==> src/rtl/node_snapshot_streamer.sv <==
// Captures per-node x/y positions on step_done and streams them out one node per valid/ready transfer.
// Optional `SNAPSHOT_FRAME_ID_EN adds an out_frame snapshot sequence number.
module node_snapshot_streamer #(
    parameter int NODE_COUNT = 5,
    parameter int WIDTH      = 32
) (
    input  logic                        clk,
    input  logic                        reset,
    input  logic                        step_done,
    input  logic [NODE_COUNT*WIDTH-1:0] x_pos_flat,
    input  logic [NODE_COUNT*WIDTH-1:0] y_pos_flat,
    output logic                        out_valid,
    input  logic                        out_ready,
    output logic [7:0]                  out_index,
    output logic [WIDTH-1:0]            out_x,
    output logic [WIDTH-1:0]            out_y,
    output logic                        out_last,
    output logic                        busy,
    output logic [15:0]                 dropped_count
`ifdef SNAPSHOT_FRAME_ID_EN
    ,
    output logic [15:0]                 out_frame
`endif
);

    localparam int         IW       = (NODE_COUNT > 1) ? $clog2(NODE_COUNT) : 1;
    localparam logic [7:0] LAST_IDX = 8'(NODE_COUNT - 1);

    typedef enum logic [0:0] {IDLE = 1'b0, STREAM = 1'b1} state_t;

    state_t            state_r, state_next_s;
    logic [WIDTH-1:0]  shadow_x_r [NODE_COUNT];
    logic [WIDTH-1:0]  shadow_y_r [NODE_COUNT];
    logic [7:0]        index_r;
    logic [WIDTH-1:0]  out_x_r, out_y_r;
    logic              out_last_r;
    logic [15:0]       dropped_r;
    logic              xfer_s, accept_s, drop_s;
    logic [7:0]        nxt_idx_s;

    // A snapshot is taken from IDLE, or when the final entry leaves in the same cycle.
    assign xfer_s    = (state_r == STREAM) && out_ready;
    assign accept_s  = step_done && ((state_r == IDLE) || (xfer_s && out_last_r));
    assign drop_s    = step_done && (state_r == STREAM) && !accept_s;
    assign nxt_idx_s = index_r + 8'd1;

    // State register.
    always_ff @(posedge clk) begin
        if (reset) begin
            state_r <= IDLE;
        end else begin
            state_r <= state_next_s;
        end
    end

    // Next-state logic.
    always_comb begin
        state_next_s = state_r;
        case (state_r)
            IDLE: begin
                if (accept_s) begin
                    state_next_s = STREAM;
                end else begin
                    state_next_s = IDLE;
                end
            end
            STREAM: begin
                if (xfer_s && out_last_r && !step_done) begin
                    state_next_s = IDLE;
                end else begin
                    state_next_s = STREAM;
                end
            end
            default: state_next_s = IDLE;
        endcase
    end

    // Shadow bank capture and registered entry presentation.
    always_ff @(posedge clk) begin
        if (reset) begin
            for (int i = 0; i < NODE_COUNT; i++) begin
                shadow_x_r[i] <= '0;
                shadow_y_r[i] <= '0;
            end
            index_r    <= 8'd0;
            out_x_r    <= '0;
            out_y_r    <= '0;
            out_last_r <= 1'b0;
        end else if (accept_s) begin
            for (int i = 0; i < NODE_COUNT; i++) begin
                shadow_x_r[i] <= x_pos_flat[i*WIDTH +: WIDTH];
                shadow_y_r[i] <= y_pos_flat[i*WIDTH +: WIDTH];
            end
            index_r    <= 8'd0;
            out_x_r    <= x_pos_flat[WIDTH-1:0];
            out_y_r    <= y_pos_flat[WIDTH-1:0];
            out_last_r <= (LAST_IDX == 8'd0);
        end else if (xfer_s && !out_last_r) begin
            index_r    <= nxt_idx_s;
            out_x_r    <= shadow_x_r[nxt_idx_s[IW-1:0]];
            out_y_r    <= shadow_y_r[nxt_idx_s[IW-1:0]];
            out_last_r <= (nxt_idx_s == LAST_IDX);
        end else if (xfer_s) begin
            out_last_r <= 1'b0;
        end else begin
            out_last_r <= out_last_r;
        end
    end

    // Saturating count of snapshots rejected while streaming.
    always_ff @(posedge clk) begin
        if (reset) begin
            dropped_r <= 16'd0;
        end else if (drop_s && (dropped_r != 16'hFFFF)) begin
            dropped_r <= dropped_r + 16'd1;
        end else begin
            dropped_r <= dropped_r;
        end
    end

`ifdef SNAPSHOT_FRAME_ID_EN
    logic [15:0] frame_cnt_r, out_frame_r;

    // Frame sequence number; the accepted snapshot takes the pre-increment value.
    always_ff @(posedge clk) begin
        if (reset) begin
            frame_cnt_r <= 16'd0;
            out_frame_r <= 16'd0;
        end else if (accept_s) begin
            frame_cnt_r <= frame_cnt_r + 16'd1;
            out_frame_r <= frame_cnt_r;
        end else begin
            frame_cnt_r <= frame_cnt_r;
        end
    end

    assign out_frame = out_frame_r;
`endif

    assign out_valid     = (state_r == STREAM);
    assign busy          = (state_r == STREAM);
    assign out_index     = index_r;
    assign out_x         = out_x_r;
    assign out_y         = out_y_r;
    assign out_last      = out_last_r;
    assign dropped_count = dropped_r;

endmodule
==> config.mk <==
export PLATFORM = sky130hd
export DESIGN_NAME = node_snapshot_streamer
export DESIGN_NICKNAME = d
export VERILOG_FILES = /design/src/rtl/node_snapshot_streamer.sv
export SDC_FILE = /design/constraint.sdc
export NUM_CORES = 1
export LEC_CHECK = 0
export CORE_UTILIZATION = 35
export DETAILED_ROUTE_END_ITERATION = 8
export HOLD_SLACK_MARGIN = 0.02
export PLACE_DENSITY_LB_ADDON = 0.2
export REMOVE_ABC_BUFFERS = 1
export SLEW_MARGIN = 30
export SYNTH_ARGS = -nofsm -noshare
export SYNTH_HDL_FRONTEND = slang
export SYNTH_SLANG_ARGS = --single-unit
export TNS_END_PERCENT = 50
==> constraint.sdc <==
create_clock -name clk -period 16.9 [get_ports clk]
set_clock_uncertainty 0.15 [all_clocks]
set_input_delay 3.38 -clock clk [delete_from_list [all_inputs] [get_ports clk]]
set_output_delay 3.38 -clock clk [all_outputs]
set_load 0.02 [all_outputs]
* After elaboration in Yosys (flattened, before gate mapping)
Memories as Yosys holds them, arrays and structs flattened. Cells that the tools add are included.
Operators by class: $add $sub $neg 2, equal/unequal tests 2, muxes and demuxes 23, bitwise operators 11, reduce and logical (&&, ||, !) cells 15
Operators with widths (number):
- 32-bit 2-to-1 mux | 14
- 16-bit by 1-bit adder with 16-bit output, second input constant | 1
- 16-bit inequality test, second input constant | 1
- 1-bit bitwise OR | 10
- 8-bit by 1-bit adder with 8-bit output, second input constant | 1
- 8-bit by 3-bit equality test with 1-bit output, second input constant | 1
- 1-bit logical AND | 8
- 1-bit 2-to-1 mux | 8
- 2-bit nonzero test | 2
- 1-bit logical NOT | 3
- 1-bit one-hot mux with 2 select lines | 1
- 2-bit OR reduction | 1
- 1-bit logical OR | 1
- 1-bit NOT | 1
Storage, ports and cells: flip-flop bits (word level) 90, memory bits (writable) 320, output and inout bits 91, logic and storage cells 61, memories kept 2
Memories:
- shadow_x_r | words 5, width 32, read ports 1, clocked after memory_dff 0, write ports 5, RTL line 32 | logic [WIDTH-1:0] shadow_x_r [NODE_COUNT];
- shadow_y_r | words 5, width 32, read ports 1, clocked after memory_dff 0, write ports 5, RTL line 33 | logic [WIDTH-1:0] shadow_y_r [NODE_COUNT];

* Longest topological paths before layout
Gate-level depths: netlist (run 1).
depth in word-level cells 8, depth in mapped cells 7, gate-level depth less buffers 5

* Worst setup path before layout (run 1)
No wires, ideal clock.
kind input-to-reg, start point in reset, end point mem shadow_x_r[0][0] (enable), arrival 12.606 ns, path slack 3.332 ns, cell stages on the path 3, buffers on the path 2, cells stage by stage clkbuf_1 -> nand2b_1 -> clkbuf_1
RTL lines:
- start, declared | RTL line 8 | input logic reset,
- end, declared | RTL line 32

==> out/qor.yml, run 1 <==
die:
  die_height_um: 226.4
  io_pins: 415
  initial_utilization_pct: 35.72
  dieArea_sq_mm: 0.05128
  core_region_area_sq_mm: 0.04936
  rows: 81
  die_width_um: 226.4
min_path:
  min_to: "out_x[30]"
  holdPathStages: 2
  hp-class: "register to register"
  min_from: "shadow_x_r[4][30]"
grt:
  antenna_found_initial: 4
  grt_util_all_layers_pct: 19.57
  grt_pass1_wl_mm: 74.61
  first_global_vias: 12267
  overflow: 0
  grt_max_degree: 120
timing:
  worst_slew_pin_slew_ns: 0.9171
  grt_setup_unrepaired: "no"
  finalSetupTns_ns: 0
  maxSlewHeadroom_pct: 38.86
  slew_viol_final: 0
  finalSetupViolations: 0
  max_freq_mhz: 134.2
  hold_viol_final: 0
  period_share_pct: 44.09
  min_period_ns: 7.451
setup_path:
  r2r_end: "shadow_y_r[3][10]"
  arrival_ns: 7.50
  end_kind: "register"
  crit_path_max_fanout: 112
  setup.worst_path.start: "out_ready"
  r2r-start: "out_last"
  crit_required_ns: 16.94
  critPathLaunchType: "input port"
  worstSetupPathType: "input port to register"
  rr_worst_depth: 7
  rrSetupSlack_ns: 12.40
clock_network:
  path_clk_slew_ns: 0.06
  postCtsSetupBuffers: 0
  cts.sinks: 410
  htreeDepth: 2
  ctsResizeCount: 0
  clk_path_buf_depth: 3
  clk_latency_ns: 0.57
  hold_buffers: 0
  numCtsBuffers: 45
  tritoncts: "built"
  cts-root-buf: "clkbuf_16"
placed_design:
  gp_congestion: 0.8048
  hpwl_mm: 31.67
  portBuffers: 414
  placed_area_sq_mm: 0.02242
yosys:
  avgSynthCellArea_sq_um: 13.73
  async_flop_share_pct: 0
  yosysTopAreaCellShare_pct: 54.50
  yosysSeqAreaShare_pct: 64.72
  synth-seq-cells: 410
  synth_largest_area_cell: "edfxtp_1"
  synthDistinctLibCells: 39
  syn_area_sq_mm: 0.01763
  synth-main-ff-cell: "edfxtp_1"
  ys.warnings.count: 0
  ys_top_cells_by_area: "edfxtp_1 (54%), and2_1 (11%), dfxtp_1 (10%)"
  synth_cells: 1284
  yosys-top-cells-count: "and2_1 (320), edfxtp_1 (320), clkbuf_1 (93), dfxtp_1 (90), o21ai_0 (72)"
  synth_edf_count: 320
power:
  pwr-share-comb_pct: 10.8
  intPower_uw: 1866
  powerDensity_mw_per_mm2: 100.8
  p_seq_share_pct: 49.4
  clkPwrFrac_pct: 39.8
  leakage_uw: 0.008612
  netSwitchingPower_uw: 541.5
  vdd_drop_max_mv: 0.06717
  swShare_pct: 22.49
detailed_routing:
  dr_total_vias: 12230
  drtIter0Drc: 1189
  drcViolationCount: 0
  drt-total-wl_mm: 50.86
  avgViaCountPerCell: 5.178
  ant_nets: 0
  wl_per_cell_um: 21.53
  first_pass_iters: 5
finish:
  fin_area_sq_mm: 0.02389
  drive_gt1_share_pct: 9.273
  flow.area_growth_from_synthesis_pct: 35.51
  layout.nets: 1983
run_status:
  run_status: "finished clean"
job:
  max_cap_violations: 0
## placed cells by master, fill, tap and decap left out, drive strengths merged, types with 2 or more instances in the layout
cell / instances
o2111ai: 2
xor2: 5
mux4: 64
bufinv: 2
and3: 67
a31oi: 64
o21ai: 72
nor4: 6
and2: 320
inv: 2
xnor2: 3
nand2: 15
clkbuf: 65
a22oi: 64
nand3: 6
nand2b: 2
or3: 9
diode: 5
clkinv: 15
nand4: 8
nor3: 3
o31ai: 7
nor2: 10
edfxtp: 320
buf: 21
or4: 8
a21oi: 18
ha: 2
dfxtp: 90
clkdlybuf4s50: 412
## power groups by stage
stage | Sequential (uW) | Clock [uW] | Combinational (uW)
after global routing | 1190 | 1020 | 279
after detailed placement | 1210 | 0 | 261
after CTS | 1190 | 984 | 262
after global placement | 1210 | 0 | 258
after floorplan | 1230 | 0 | 96.0
final | 1190 | 959 | 260
## worst max-delay path, cell delays in order
cell and delay (ns):
clkdlybuf4s50_1 0.56, a21bo_4 0.56, buf_12 0.28, nand2_4 0.38, buf_4 0.47, nand2b_4 0.75
buf_12 0.46, buf_16 0.44
## metal layers
metal	global-route usage, %	up-vias	share of wire (%)
met4	6.473	0	2.2
met5	0	-	0
li1	-	5595	-
met3	2.955	71	6.2
met2	31.68	475	48
met1	26.89	6089	43
## registers in the layout, summed over array words and instances, names as in the netlist
| name | flops |
|---|---|
| out_index | 8 |
| shadow_y_r | 160 |
| shadow_x_r | 160 |
| out_last | 1 |
| busy | 1 |
| dropped_count | 16 |
| out_y | 32 |
| out_x | 32 |
## layout make-up
type	instances	area [sq um]
Fill cell	4366	25460
Timing Repair Buffer	433	4339
Sequential cell	410	11410
Multi-Input combinational cell	766	5858
Clock buffer	65	1295
Clock inverter	18	138.9
Antenna cell	5	12.51
Inverter	1	3.754
Tap cell	664	830.8
## stage by stage
| step | util, % | total power, uW | hold slack (ns) | instances | setup slack (ns) |
|---|---|---|---|---|---|
| final | 48.41 | 2407 | 0.3353 | 2362 | 9.449 |
| after global routing | 48.39 | 2491 | 0.3507 | 2359 | 9.215 |
| after CTS | 48.32 | 2435 | 0.3359 | 2356 | 9.208 |
| after detailed placement | 45.42 | 1470 | 0.3193 | 2273 | 8.592 |
| after global placement | 45.35 | 1466 | 0.3096 | 2272 | 8.787 |
| after floorplan | - | 1331 | 0.2912 | 1177 | 2.984 |
## worst max path at each step
stage                        end  slack, ns  cells past startpoint
5_1_grt        shadow_x_r[0][31]       9.21                      8
2_1_floorplan   shadow_x_r[0][0]       2.98                      3
3_5_place_dp    shadow_x_r[3][5]       8.59                      7
6_report       shadow_y_r[3][10]       9.45                      8
4_1_cts        shadow_y_r[1][14]       9.21                      7
3_3_place_gp    shadow_x_r[0][5]       8.79                      6
## kinds of logic (layout without fill, tap and decap cells)
logic type	Yosys count	in the layout	share of synthesized area (%)
xor gates and xnor gates	8	8	0.3974
AOI/OAI and AO/OA	231	231	8.139
buffers and inverters	108	517	2.349
DFF	410	410	64.72
other	0	5	0
muxes	65	65	8.239
adders and majority gates	2	2	0.1419
and+or+nand+nor	460	460	16.02
Note: power is estimated with default switching activity, not from simulation.
==> run 2: changes to the inputs <==
==> constraint.sdc (replaced) <==
create_clock -name clk -period 7.75 [get_ports clk]
set_clock_uncertainty 0.15 [all_clocks]
set_input_delay 1.55 -clock clk [delete_from_list [all_inputs] [get_ports clk]]
set_output_delay 1.55 -clock clk [all_outputs]
set_load 0.02 [all_outputs]
==> out/qor.yml, run 2 (synthesis results as in run 1) <==
timing:
  finalSetupViolations: 0  # unchanged
  worst_slew_pin_slew_ns: 0.9051  # -0.01200 ns
  timing.final.ws_setup_ns: 3.555  # -5.894 ns
  grt_setup_unrepaired: "no"
  hold_viol_final: 0  # unchanged
  maxSlewHeadroom_pct: 39.66  # +0.80 points
  period_share_pct: 54.14
  min_period_ns: 4.195
  slew_viol_final: 0  # unchanged
  max_freq_mhz: 238.4
die:
  die_height_um: 226.4  # unchanged
  io_pins: 415  # unchanged
  rows: 81  # unchanged
  initial_utilization_pct: 35.72  # unchanged
  dieArea_sq_mm: 0.05128  # unchanged
  core_region_area_sq_mm: 0.04936  # unchanged
  die_width_um: 226.4  # unchanged
setup_path:
  setup.worst_path.start: "out_index[0]"
  r2r-start: "out_index[0]"
  rrSetupSlack_ns: 4.88  # -7.52 ns
  crit_required_ns: 6.05  # -10.89 ns
  cp-endpoint: "out_index[0]"
  worstSetupPathType: "register to output port"
  crit_path_max_fanout: 29  # -74%
  arrival_ns: 2.50  # -5.00 ns
  end_kind: "output port"
  critPathLaunchType: "register"
  r2r_end: "out_x[14]"
  rr_worst_depth: 5  # -2
power:
  vdd_drop_max_mv: 0.1349  # +100%
  leakage_uw: 0.008624  # +0.15%
  powerDensity_mw_per_mm2: 220.7  # +120%
placed_design:
  portBuffers: 414  # unchanged
  dp_slack_ns: 3.421  # -5.171 ns
  dpl.cell_count: 2276  # +0.13%
  placed_area_sq_mm: 0.02244  # +0.11%
  gp_congestion: 0.8118  # +0.87%
  hpwl_mm: 31.73  # +0.18%
clock_network:
  numCtsBuffers: 45  # unchanged
  htreeDepth: 2  # unchanged
  cts.sinks: 410  # unchanged
  path_clk_slew_ns: 0.06  # about the same
  hold_buffers: 0  # unchanged
  tritoncts: "built"
  cts-root-buf: "clkbuf_16"
  ctsResizeCount: 0  # unchanged
  clk_latency_ns: 0.57  # about the same
  clk_path_buf_depth: 3  # unchanged
  postCtsSetupBuffers: 0  # unchanged
grt:
  overflow: 0  # unchanged
  antenna_found_initial: 5  # +1
  first_global_vias: 12437  # +1.4%
  grt_util_all_layers_pct: 19.54  # -0.031 points
  grt_pass1_wl_mm: 74.58  # about the same
  grt_max_degree: 235  # +96%
finish:
  fin_cells: 2364  # +0.085%
  flow.area_growth_from_synthesis_pct: 35.66
  drive_gt1_share_pct: 9.611  # +0.34 points
  final_cell_mix: "clkdlybuf4s50_1 (412), and2_1 (320), edfxtp_1 (320)"
  layout.nets: 1985  # +0.10%
  regArea_sq_mm: 0.01141  # unchanged
  multi_input_area_sq_mm: 0.005858  # unchanged
  fin_area_sq_mm: 0.02392  # +0.11%
  reg.largest.list: "shadow_x_r x160, shadow_y_r x160"
  final_common_cell: "clkdlybuf4s50_1"
  num-fill-cells: 4363  # -0.069%
detailed_routing:
  first_pass_iters: 5  # unchanged
  ant_nets: 0  # unchanged
  wl_per_cell_um: 21.54  # about the same
  drt-total-wl_mm: 50.92  # +0.11%
  avgViaCountPerCell: 5.156  # -0.43%
  drcViolationCount: 0  # unchanged
  drtIter0Drc: 843  # -29%
  dr_total_vias: 12188  # -0.34%
job:
  max_cap_violations: 0  # unchanged
min_path:
  hp-class: "register to register"
run_status:
  run_status: "finished clean"
==> run 2: changes by cell type in the layout (fill, tap and decap cells not counted), sizes merged <==
cell | previous run | this run
clkbuf | 65 | 75
clkinv | 15 | 6
buf | 21 | 23
bufinv | 2 | 1
clkinvlp | 0 | 1
diode | 5 | 4
==> run 2: per-layer routing <==
metal / vias to the layer above / GRT usage, % / wire (um)
met4: 4 / 5.820 / 831
met1: 6105 / 26.23 / 22030
li1: 5591 / - / -
met5: - / 0 / 27
met2: 433 / 32.06 / 24710
met3: 55 / 3.680 / 3319
==> run 2: worst max-delay path, stage by stage (launching register included) <==
cell	delay [ns]
dfxtp_4	0.55
buf_4	0.60
clkdlybuf4s50_1	0.73
==> run 2: how the worst min path moves through the flow <==
| stage | startpoint | end | slack (ns) | cells past startpoint |
|---|---|---|---|---|
| after detailed placement | shadow_y_r[4][21] | out_y[21] | 0.31 | 2 |
| final | shadow_y_r[4][21] | out_y[21] | 0.32 | 2 |
| after global placement | shadow_y_r[4][21] | out_y[21] | 0.31 | 2 |
| after floorplan | shadow_y_r[4][21] | out_y[21] | 0.29 | 2 |
| after CTS | shadow_y_r[4][21] | out_y[21] | 0.33 | 2 |
| after global routing | shadow_y_r[4][24] | out_y[24] | 0.34 | 2 |
==> run 2: final cells by class <==
| type | count | share of cell area [%] |
|---|---|---|
| multi-input combinational | 766 | 24.49 |
| clock buffer | 75 | 5.817 |
| antenna | 4 | 0.04185 |
| sequential | 410 | 47.72 |
| inverter | 1 | 0.01569 |
| clock inverter | 9 | 0.3295 |
| timing repair buffer | 435 | 18.11 |
| tap | 664 | 3.473 |
==> run 2: power breakdown <==
part           internal, uW  switching [uW]
Clock                  1260             869
Sequential             2540            53.1
Combinational           305             259
Total                  4100            1180
==> run 2: stage by stage <==
| stage | power (uW) | TNS (ns) | utilization, % | hold WS (ns) |
|---|---|---|---|---|
| global route | 5455 | 0 | 48.46 | 0.3375 |
| floorplan | 2901 | -2277.17 | - | 0.2912 |
| CTS | 5333 | 0 | 48.44 | 0.3272 |
| finish | 5278 | 0 | 48.46 | 0.3221 |
| global placement | 3197 | 0 | 45.46 | 0.3060 |
| detailed placement | 3206 | 0 | 45.46 | 0.3130 |
